==> config.mk <==
export PLATFORM = sky130hd
export DESIGN_NAME = mem_bus_unit
export DESIGN_NICKNAME = d
export VERILOG_FILES = /design/src/rtl/mem_bus_unit.sv
export SDC_FILE = /design/constraint.sdc
export NUM_CORES = 1
export LEC_CHECK = 0
export CAP_MARGIN = 40
export CORE_MARGIN = 2
export CORE_UTILIZATION = 40
export CTS_CLUSTER_SIZE = 24
export DETAILED_ROUTE_END_ITERATION = 16
export PLACE_DENSITY = 0.87
export SYNTH_ARGS = -nofsm -noshare
export SYNTH_HDL_FRONTEND = slang
export SYNTH_SLANG_ARGS = --single-unit
==> constraint.sdc <==
create_clock -name clk -period 4.8 [get_ports clk]
set_clock_uncertainty 0.1 [all_clocks]
set_input_delay 0.96 -clock clk [delete_from_list [all_inputs] [get_ports clk]]
set_output_delay 0.96 -clock clk [all_outputs]
set_load 0.005 [all_outputs]
==> src/rtl/mem_bus_unit.sv <==
// Bus-side responder for rec/wr commands: holds AR, MDR and IR, and runs
// single-word read/write transactions with an ack timeout. stall holds the
// beat sequencer while a transaction is outstanding.
module mem_bus_unit #(
  parameter int DW      = 16,
  parameter int AW      = 16,
  parameter int TIMEOUT = 15
) (
  input  logic          clk,
  input  logic          rst,
  input  logic          beat,
  input  logic [1:0]    rec,
  input  logic          wr,
  input  logic [AW-1:0] pc,
  input  logic [DW-1:0] sr_val,
  input  logic [DW-1:0] alu_out,
  output logic          mem_req,
  output logic          mem_we,
  output logic [AW-1:0] mem_addr,
  output logic [DW-1:0] mem_wdata,
  input  logic [DW-1:0] mem_rdata,
  input  logic          mem_ack,
  output logic [DW-1:0] ir,
  output logic [DW-1:0] mdr,
  output logic          stall,
  output logic          bus_err
);

  localparam int CW = $clog2(TIMEOUT + 1);

  typedef enum logic [1:0] {IDLE, RD_WAIT, WR_WAIT} state_t;

  state_t        state, state_nxt;
  logic [AW-1:0] ar;
  logic [CW-1:0] wait_cnt;
  logic          accept;
  logic          busy;
  logic          tmo_hit;

  // Address bits of sr_val above AW are not used as an address.
  if (DW > AW) begin : g_sr_hi
    logic unused_sr_hi;
    assign unused_sr_hi = ^sr_val[DW-1:AW];
  end

  assign accept   = beat && (state == IDLE);
  assign busy     = (state != IDLE);
  // This wait cycle would bring the counter to TIMEOUT; ack still wins.
  assign tmo_hit  = busy && !mem_ack && (wait_cnt == CW'(TIMEOUT - 1));
  assign mem_addr = ar;

  // State register
  always_ff @(posedge clk) begin
    if (rst) state <= IDLE;
    else     state <= state_nxt;
  end

  // Next-state: write has priority over rec; only odd rec codes start a read
  always_comb begin
    state_nxt = state;
    stall     = busy;
    case (state)
      IDLE: begin
        if (accept) begin
          if (!wr)         state_nxt = WR_WAIT;
          else if (rec[0]) state_nxt = RD_WAIT;
        end
      end
      RD_WAIT, WR_WAIT: begin
        if (mem_ack || tmo_hit) state_nxt = IDLE;
      end
      default: state_nxt = IDLE;
    endcase
  end

  // Registers, bus outputs and the saturating wait counter
  always_ff @(posedge clk) begin
    if (rst) begin
      ar        <= '0;
      mdr       <= '0;
      ir        <= '0;
      mem_wdata <= '0;
      wait_cnt  <= '0;
      mem_req   <= 1'b0;
      mem_we    <= 1'b0;
      bus_err   <= 1'b0;
    end else if (accept) begin
      if (!wr) begin
        // Write goes to the AR already held; rec is ignored.
        mem_wdata <= alu_out;
        mem_req   <= 1'b1;
        mem_we    <= 1'b1;
        wait_cnt  <= '0;
      end else begin
        case (rec)
          2'b01: begin
            ar       <= pc;
            mem_req  <= 1'b1;
            mem_we   <= 1'b0;
            wait_cnt <= '0;
          end
          2'b11: begin
            ar       <= sr_val[AW-1:0];
            mem_req  <= 1'b1;
            mem_we   <= 1'b0;
            wait_cnt <= '0;
          end
          2'b10:   ir <= mdr;
          default: ;
        endcase
      end
    end else if (busy) begin
      if (mem_ack) begin
        mem_req <= 1'b0;
        mem_we  <= 1'b0;
        if (state == RD_WAIT) mdr <= mem_rdata;
      end else if (tmo_hit) begin
        mem_req  <= 1'b0;
        mem_we   <= 1'b0;
        bus_err  <= 1'b1;
        wait_cnt <= CW'(TIMEOUT);
        if (state == RD_WAIT) mdr <= '1;
      end else if (wait_cnt != CW'(TIMEOUT)) begin
        wait_cnt <= wait_cnt + CW'(1);
      end
    end
  end

endmodule

# After elaboration in Yosys (flattened, before gate mapping)
# Index checks and enable logic that the tools add are counted.
# word_totals
regBits	73
in_bits	71
# classes
n_addsub	1
n_eq_ne	12
mux	26
n_bitwise	3
n_reduce_logical	22
# op_table
op	n
two-way mux 16 bit	4
one-hot mux 16 bit (2 select lines)	1
two-way mux 4 bit	7
AND reduction 3 bit	4
AND reduction 4 bit	3
two-way mux 1 bit	9
two-way mux 2 bit	4
nonzero test 2 bit	4
equality test 2 bit (second input constant)	3
inequality test 3 bit (second input constant)	2
nonzero test 3 bit	2
adder 4 x 1 -> 4 bit (second input constant)	1
equality test 2 x 1 -> 1 bit (second input constant)	2
equality test 4 bit (second input constant)	1
inequality test 2 bit (second input constant)	2
inequality test 4 bit (second input constant)	1
one-hot mux 2 bit (2 select lines)	1
OR reduction 2 bit	2
logical AND 1 bit	3
NOT 1 bit	3
zero test 2 bit	1
inequality test 2 x 1 -> 1 bit (second input constant)	1
AND reduction 2 bit	1
zero test 1 bit	1
logical OR 1 bit	1

# Depth between registers and ports, before layout
# Gate-level depths: netlist of the first run.
# logic_depth
word_depth	7
ltp_mapped	8
depth_no_buf	6

# Least setup slack after synthesis of the first run
# Ideal clock, no wire load.
# synth_timing
kind	input-to-reg
start	input rec[1]
end	register ar[0] (netlist: mem_addr[0])
setup_ns	0.091
t_arrival_ns	1.851
path_slack_ns	2.758
path_stages	5
cell_sequence	buf_2 > nand2_1 > clkbuf_1 > nand2_1 > a311oi_1
# synth_via
elab_chain_len	3
word_cells_on_any_way	5
# synth_rtl
element	line_no	text
start: declaration	12	input logic [1:0] rec,
equality test 2 bit or equality test 2 x 1 -> 1 bit (tied branches)	95	case (rec)
nonzero test 2 bit (no source line)	-	
AND reduction 3 bit (no source line)	-	
end signal: assignment	97	ar <= pc;
end signal: assignment	103	ar <= sr_val[AW-1:0];
end: declaration	34	logic [AW-1:0] ar;
# Parallel ways exist; a longest one is shown, timed or not.
# A chain may end at the register's enable or synchronous reset.

# Final worst setup path of the first run
# layout_timing
start	input rec[0]
end	register ir[14]
# layout_via
elab_chain_len	2
# layout_rtl
element	line_no	text
equality test 2 bit	95	
AND reduction 3 bit (no source line)	-	
end signal: assignment	108	2'b10: ir <= mdr;
end: declaration	23	output logic [DW-1:0] ir,
# No other way between the ends.

==> metrics.md, run 1 <==
| Metric | Value |
|---|---|
| H-tree levels | 3 |
| Post-DP HPWL | 5822 um |
| RR Startpoint | state[1] |
| Largest net degree at the start of global routing | 74 |
| Clk pin slew, worst setup/hold paths | 70 ps |
| Status | finished, final reports clean |
| Most common cell after layout, fill and taps aside | clkdlybuf4s50_1 |
| Worst skew pair latency | 330 ps |
| DR DRC count | 0 |
| P_leak | 1.660 nW |
| Setup WS post-layout | 1879 ps |
| Clk pwr share | 38.8% |
| Switch share | 24.02% |
| Hold buffer count at CTS | 0 |
| WP data arrival | 3070 ps |
| Max cap viols | 0 |
| Core ar. | 7176 um^2 |
| Max stage delay on crit path | 770 ps |
| Commonest cells after routing, fill and taps aside | clkdlybuf4s50_1, nand2_1, dfxtp_1 |
| Drt total wl | 8172 um |
| Comb power frac | 17.1% |
| Num CTS Buffers | 9 |
| Setup Fix Bufs, Post-CTS | 0 |
| CTS Root Cell | clkbuf_8 |
| Diode count | 0 |
| Io pins | 139 |
| Vias in the first global route | 2976 |
| Max Buffers Root-to-Sink | 2 |
| CP Max Fanout | 21 |
| First DRT Iteration DRCs | 100 |
| Max transition margin | 49.84% |
| Layout overhead on the synthesized area | 55.73% |
| Detailed-route via count | 3000 |
| Mean Syn Cell Area | 7.939 um^2 |
| Die span in x | 89.81 um |
| Pre-CTS WS | 1495 ps |
| Post-route ant nets | 0 |
| Crit path max-delay cell type | clkdlybuf4s50_1 |
| Die Area | 8066 um^2 |
| TritonCTS clock tree | yes |
| Share of cells above drive strength 1 | 4.573% |
| Worst slew pin tran | 752.4 ps |
| Req. time, crit path | 4950 ps |
| Resized cells post-CTS | 0 |
| GRT Total Usage | 20.42% |
| Hold Startpoint | ir[15] |
| CP startpoint | rec[0] |
| First drt pass iteration count | 4 |
| Total global routing overflow | 0 |
| PortBufs | 138 |
| Psw | 356.1 uW |
| Fmax achieved | 342.4 MHz |
| Min cycle time layout | 2921 ps |
| Std-Cell Rows | 31 |
| GPL Wtd Cong | 0.7728 |
| Pwr Density | 323.2 nW/um^2 |
| CP endpoint kind | flop |
| Reg power frac | 44.1% |
| Cells after Synth | 371 |
| First-pass GRT wire length | 13730 um |
| Fin crit share | 60.85% |
| Initial Util | 41.05% |
| P_int | 1.126 mW |
| WL/cell | 13.57 um |
| Sequential fraction of the synthesis area | 49.62% |
| CTS Sinks | 73 |
| Max VDD drop | 0.0001812 V |
| RSZ-0062 raised after global routing | no |
| Hold crit path type | reg -> reg |
| Pins over their slew limit | 0 |
| Final setup fails | 0 |
| Flops & latches, synth | 73 |
| Cells along the critical path | clkdlybuf4s50_1 -> and2b_1 -> and3_1 -> nand2_1 -> a21oi_1 |
| Nature of the critical path startpoint | primary input |
| Syn nets | 447 |
| Nets | 574 |
| DR vias/cell | 4.983 |
| Yosys cell types | 33 |
| Initial antenna violation count | 0 |
| Final setup TNS | 0 ps |
| Worst Setup Path Type | in -> reg |
| Hold Fails Final Rpt | 0 |
| Tot Pwr | 1.483 mW |
| Warnings from Yosys | 0 |
| Syn Std Cell Area | 2945 um^2 |
| Die Ht | 89.81 um |
==> cells in the mapped netlist <==
library cell	n	area, um^2
and2_1	1	6.260
nor2_1	61	229.0
and3_1	3	18.77
clkbuf_2	1	5.000
nand2_2	1	6.260
mux2_2	1	11.26
a21oi_1	35	175.2
a2bb2oi_1	2	17.52
o22ai_2	1	12.51
a211oi_1	2	15.01
nand3b_1	1	7.510
nand2_1	86	322.8
clkbuf_1	14	52.55
o211ai_1	2	15.01
nand2b_1	1	6.260
inv_1	7	26.28
nand3_1	20	100.1
dfxtp_1	73	1461
buf_2	6	30.03
mux2i_1	1	10.01
a211o_1	1	8.760
and4b_1	2	20.02
nor2b_1	1	6.260
o211a_1	1	10.01
a311oi_1	16	140.1
o311ai_2	1	16.27
o21ai_0	1	5.000
buf_4	1	7.510
nor3_1	18	90.09
ha_1	5	62.56
or3b_1	1	8.760
buf_6	3	33.78
and2b_1	1	7.510
==> worst paths after layout <==
path / end / slack (ps) / depth (start not counted)
setup / recovery: ir[14] / 1880 / 5
hold / removal: ir[15] / 350 / 2
setup reg to reg: mem_addr[1] / 2530 / 7
hold reg to reg: ir[15] / 350 / 2
==> worst max-delay path: cells and delay by family <==
kind                   cells  cell delay [ps]
and+or+nand+nor            3             1160
AOI/OAI and AO/OA          1              170
buffers and inverters      1              770
==> kinds of logic (layout without fill, tap and decap cells) <==
kind of cell | count (synthesis) | in the layout | synth area share (%)
flip-flops | 73 | 73 | 49.62
adder cells (fa/ha/maj) | 5 | 5 | 2.124
multiplexers | 2 | 2 | 0.7222
AO/OA/AOI/OAI | 62 | 62 | 14.10
AND/OR/NAND/NOR | 197 | 197 | 28.17
buffers and inverters | 32 | 164 | 5.268
==> metrics by stage <==
step	utilization (%)	cells	area, um^2	hold WS [ps]
after floorplan	-	371	2945	352.7
after global placement	60.26	584	4324	341.3
after detailed placement	60.58	586	4347	346.1
after CTS	63.92	602	4587	356.9
after global routing	63.92	602	4587	378.1
final	63.92	602	4587	353.7
==> per-layer routing <==
layer,GRT usage [%],wire (um)
met5,0,0
met4,8.718,233
met3,4.610,450
met2,35.98,4083
met1,23.88,3405
==> registers in the layout (all words and copies together) (netlist names) <==
name / cells
bus_err: 1
ir: 16
mdr: 16
mem_addr: 16
mem_req: 1
mem_wdata: 16
mem_we: 1
state: 2
wait_cnt: 4
==> area by class of cell <==
cell class / count / area, um^2
repair buffers: 141 / 1406
clock inverters: 6 / 112.6
multi-input cells: 266 / 1329
fillers: 636 / 2589
clock buffers: 10 / 127.6
flip-flops and latches: 73 / 1461
inverters: 7 / 26.28
well taps: 99 / 123.9
==> power by group through the flow <==
stage / logic [mW] / clock network (mW) / registers (mW)
3_5_place_dp: 0.255 / 0 / 0.667
6_report: 0.254 / 0.575 / 0.653
3_3_place_gp: 0.245 / 0 / 0.666
5_1_grt: 0.278 / 0.613 / 0.657
2_1_floorplan: 0.117 / 0 / 0.668
4_1_cts: 0.256 / 0.588 / 0.653
Power figures use the tool's default switching activity.
==> run 2, diff against run 1 <==
--- a/config.mk
+++ b/config.mk
@@ -7,10 +7,10 @@
 export LEC_CHECK = 0
 export CAP_MARGIN = 40
 export CORE_MARGIN = 2
-export CORE_UTILIZATION = 40
+export CORE_UTILIZATION = 37
 export CTS_CLUSTER_SIZE = 24
 export DETAILED_ROUTE_END_ITERATION = 16
-export PLACE_DENSITY = 0.87
+export PLACE_DENSITY = 0.84
 export SYNTH_ARGS = -nofsm -noshare
 export SYNTH_HDL_FRONTEND = slang
 export SYNTH_SLANG_ARGS = --single-unit
==> constraint.sdc (replaced) <==
create_clock -name clk -period 2.46 [get_ports clk]
set_clock_uncertainty 0.1 [all_clocks]
set_input_delay 0.492 -clock clk [delete_from_list [all_inputs] [get_ports clk]]
set_output_delay 0.492 -clock clk [all_outputs]
set_load 0.005 [all_outputs]
==> run 2 against run 1 <==
Effect of this change:
- first-iteration DRC count decreased by 5.0%
- final cell count is 1.3% higher
- die area is 7.7% higher
- hold slack better by 2.0 ps
- sequential share of layout area fell by 0.14 points
- count of clock-buffer cells in the layout decreased by 1
- via count is 0.73% lower
- power up 84%
- combinational power up 98%
- critical endpoint is now stall
- highest routed layer unchanged
==> metrics.md, run 2 (synthesis results as in run 1) <==
| Metric | Value |
|---|---|
| Status | finished, final reports clean |
| Req. time, crit path | 1870 ps |
| Worst hold slack | 355.7 ps |
| Total global routing overflow | 0 |
| Cell count after placement | 594 |
| GRT Total Usage | 18.51% |
| PortBufs | 138 |
| Initial Util | 38.12% |
| Worst skew pair latency | 340 ps |
| Detailed-route via count | 2978 |
| Fin crit share | 92.32% |
| Final Non-Filler Cells | 610 |
| DR vias/cell | 4.882 |
| Die span in x | 93.22 um |
| DR DRC count | 0 |
| Tot Pwr | 2.722 mW |
| Layout overhead on the synthesized area | 56.41% |
| Multi-input gate area | 1329 um^2 |
| Initial antenna violation count | 0 |
| Share of cells above drive strength 1 | 5.709% |
| Max VDD drop | 0.0003180 V |
| Resized cells post-CTS | 0 |
| Nature of the critical path startpoint | flop |
| TritonCTS clock tree | yes |
| Io pins | 139 |
| Std-Cell Rows | 32 |
| Drt total wl | 8070 um |
| Vias in the first global route | 2919 |
| Max transition margin | 59.49% |
| Most common cell after layout, fill and taps aside | clkdlybuf4s50_1 |
| CP endpoint kind | output pin |
| FF+latch area | 1461 um^2 |
| Core ar. | 7727 um^2 |
| Max Buffers Root-to-Sink | 2 |
| RSZ-0062 raised after global routing | no |
| First-pass GRT wire length | 13080 um |
| Clk pin slew, worst setup/hold paths | 80 ps |
| Setup Fix Bufs, Post-CTS | 0 |
| Min cycle time layout | 2271 ps |
| Diode count | 0 |
| First DRT Iteration DRCs | 95 |
| Hold crit path type | reg -> reg |
| Pins over their slew limit | 0 |
| Die Area | 8690 um^2 |
| CP Max Fanout | 11 |
| Max cap viols | 0 |
| Fmax achieved | 440.3 MHz |
| Num CTS Buffers | 9 |
| Final setup TNS | 0 ps |
| Worst Setup Path Type | reg -> out |
| Pwr Density | 590.9 nW/um^2 |
| Commonest cells after routing, fill and taps aside | clkdlybuf4s50_1, nand2_1, dfxtp_1 |
| Nets | 579 |
| First drt pass iteration count | 7 |
| H-tree levels | 3 |
| Final setup fails | 0 |
| WL/cell | 13.23 um |
| Die Ht | 93.22 um |
| Fill count | 669 |
| Worst slew pin tran | 607.6 ps |
| Hold buffer count at CTS | 0 |
| WP data arrival | 1680 ps |
| Post-DP HPWL | 5796 um |
| CTS Root Cell | clkbuf_8 |
| Largest net degree at the start of global routing | 74 |
| Post-route ant nets | 0 |
| P_leak | 1.668 nW |
| Hold Fails Final Rpt | 0 |
| CTS Sinks | 73 |
| GPL Wtd Cong | 0.8475 |
==> run 2: changes by cell type in the layout (fill, tap and decap cells not counted), sizes merged <==
cell / previous run / this run
buf: 4 / 9
bufinv: 3 / 1
clkinv: 1 / 3
clkbuf: 10 / 9
clkinvlp: 0 / 1
==> run 2: path summary, 6_finish.rpt <==
path	start	end	slack [ps]	cells after the start
max reg2reg	state[1]	ir[8]	390	6
min reg2reg	ir[10]	ir[10]	360	2
max	state[0]	stall	190	4
min	ir[10]	ir[10]	360	2
==> run 2: layer usage <==
layer | wire (um) | GRT usage [%] | up-vias
met5 | 0 | 0 | -
met4 | 201 | 7.475 | 0
met3 | 456 | 3.626 | 18
met2 | 4023 | 33.09 | 101
met1 | 3390 | 21.58 | 1348
li1 | - | - | 1511
==> run 2: layout make-up <==
| cell class | instances | share of cell area (%) |
|---|---|---|
| well taps | 102 | 2.770 |
| repair buffers | 146 | 31.72 |
| clock buffers | 9 | 2.689 |
| clock inverters | 7 | 1.684 |
| flip-flops and latches | 73 | 31.72 |
| inverters | 7 | 0.5703 |
| multi-input cells | 266 | 28.84 |
==> run 2: stage by stage <==
stage          util, %  setup WS, ps  instance area (um^2)
5_1_grt          59.62         93.45                  4607
6_report         59.62         188.9                  4607
3_3_place_gp     57.01         233.8                  4405
3_5_place_dp     57.01         148.1                  4405
4_1_cts          59.62         165.4                  4607
2_1_floorplan        -         763.5                  2945
==> run 2: worst max-delay path: stages (launching register included) <==
cell	delay [ps]
dfxtp_1	350
inv_1	80
ha_1	330
inv_1	90
clkdlybuf4s50_1	510
==> run 2: power breakdown <==
| group | switching [mW] | total (mW) | internal [mW] |
|---|---|---|---|
| Sequential | 0.0348 | 1.28 | 1.24 |
| Clock | 0.468 | 0.945 | 0.477 |
| Combinational | 0.217 | 0.502 | 0.285 |
| Total | 0.720 | 2.72 | 2.00 |
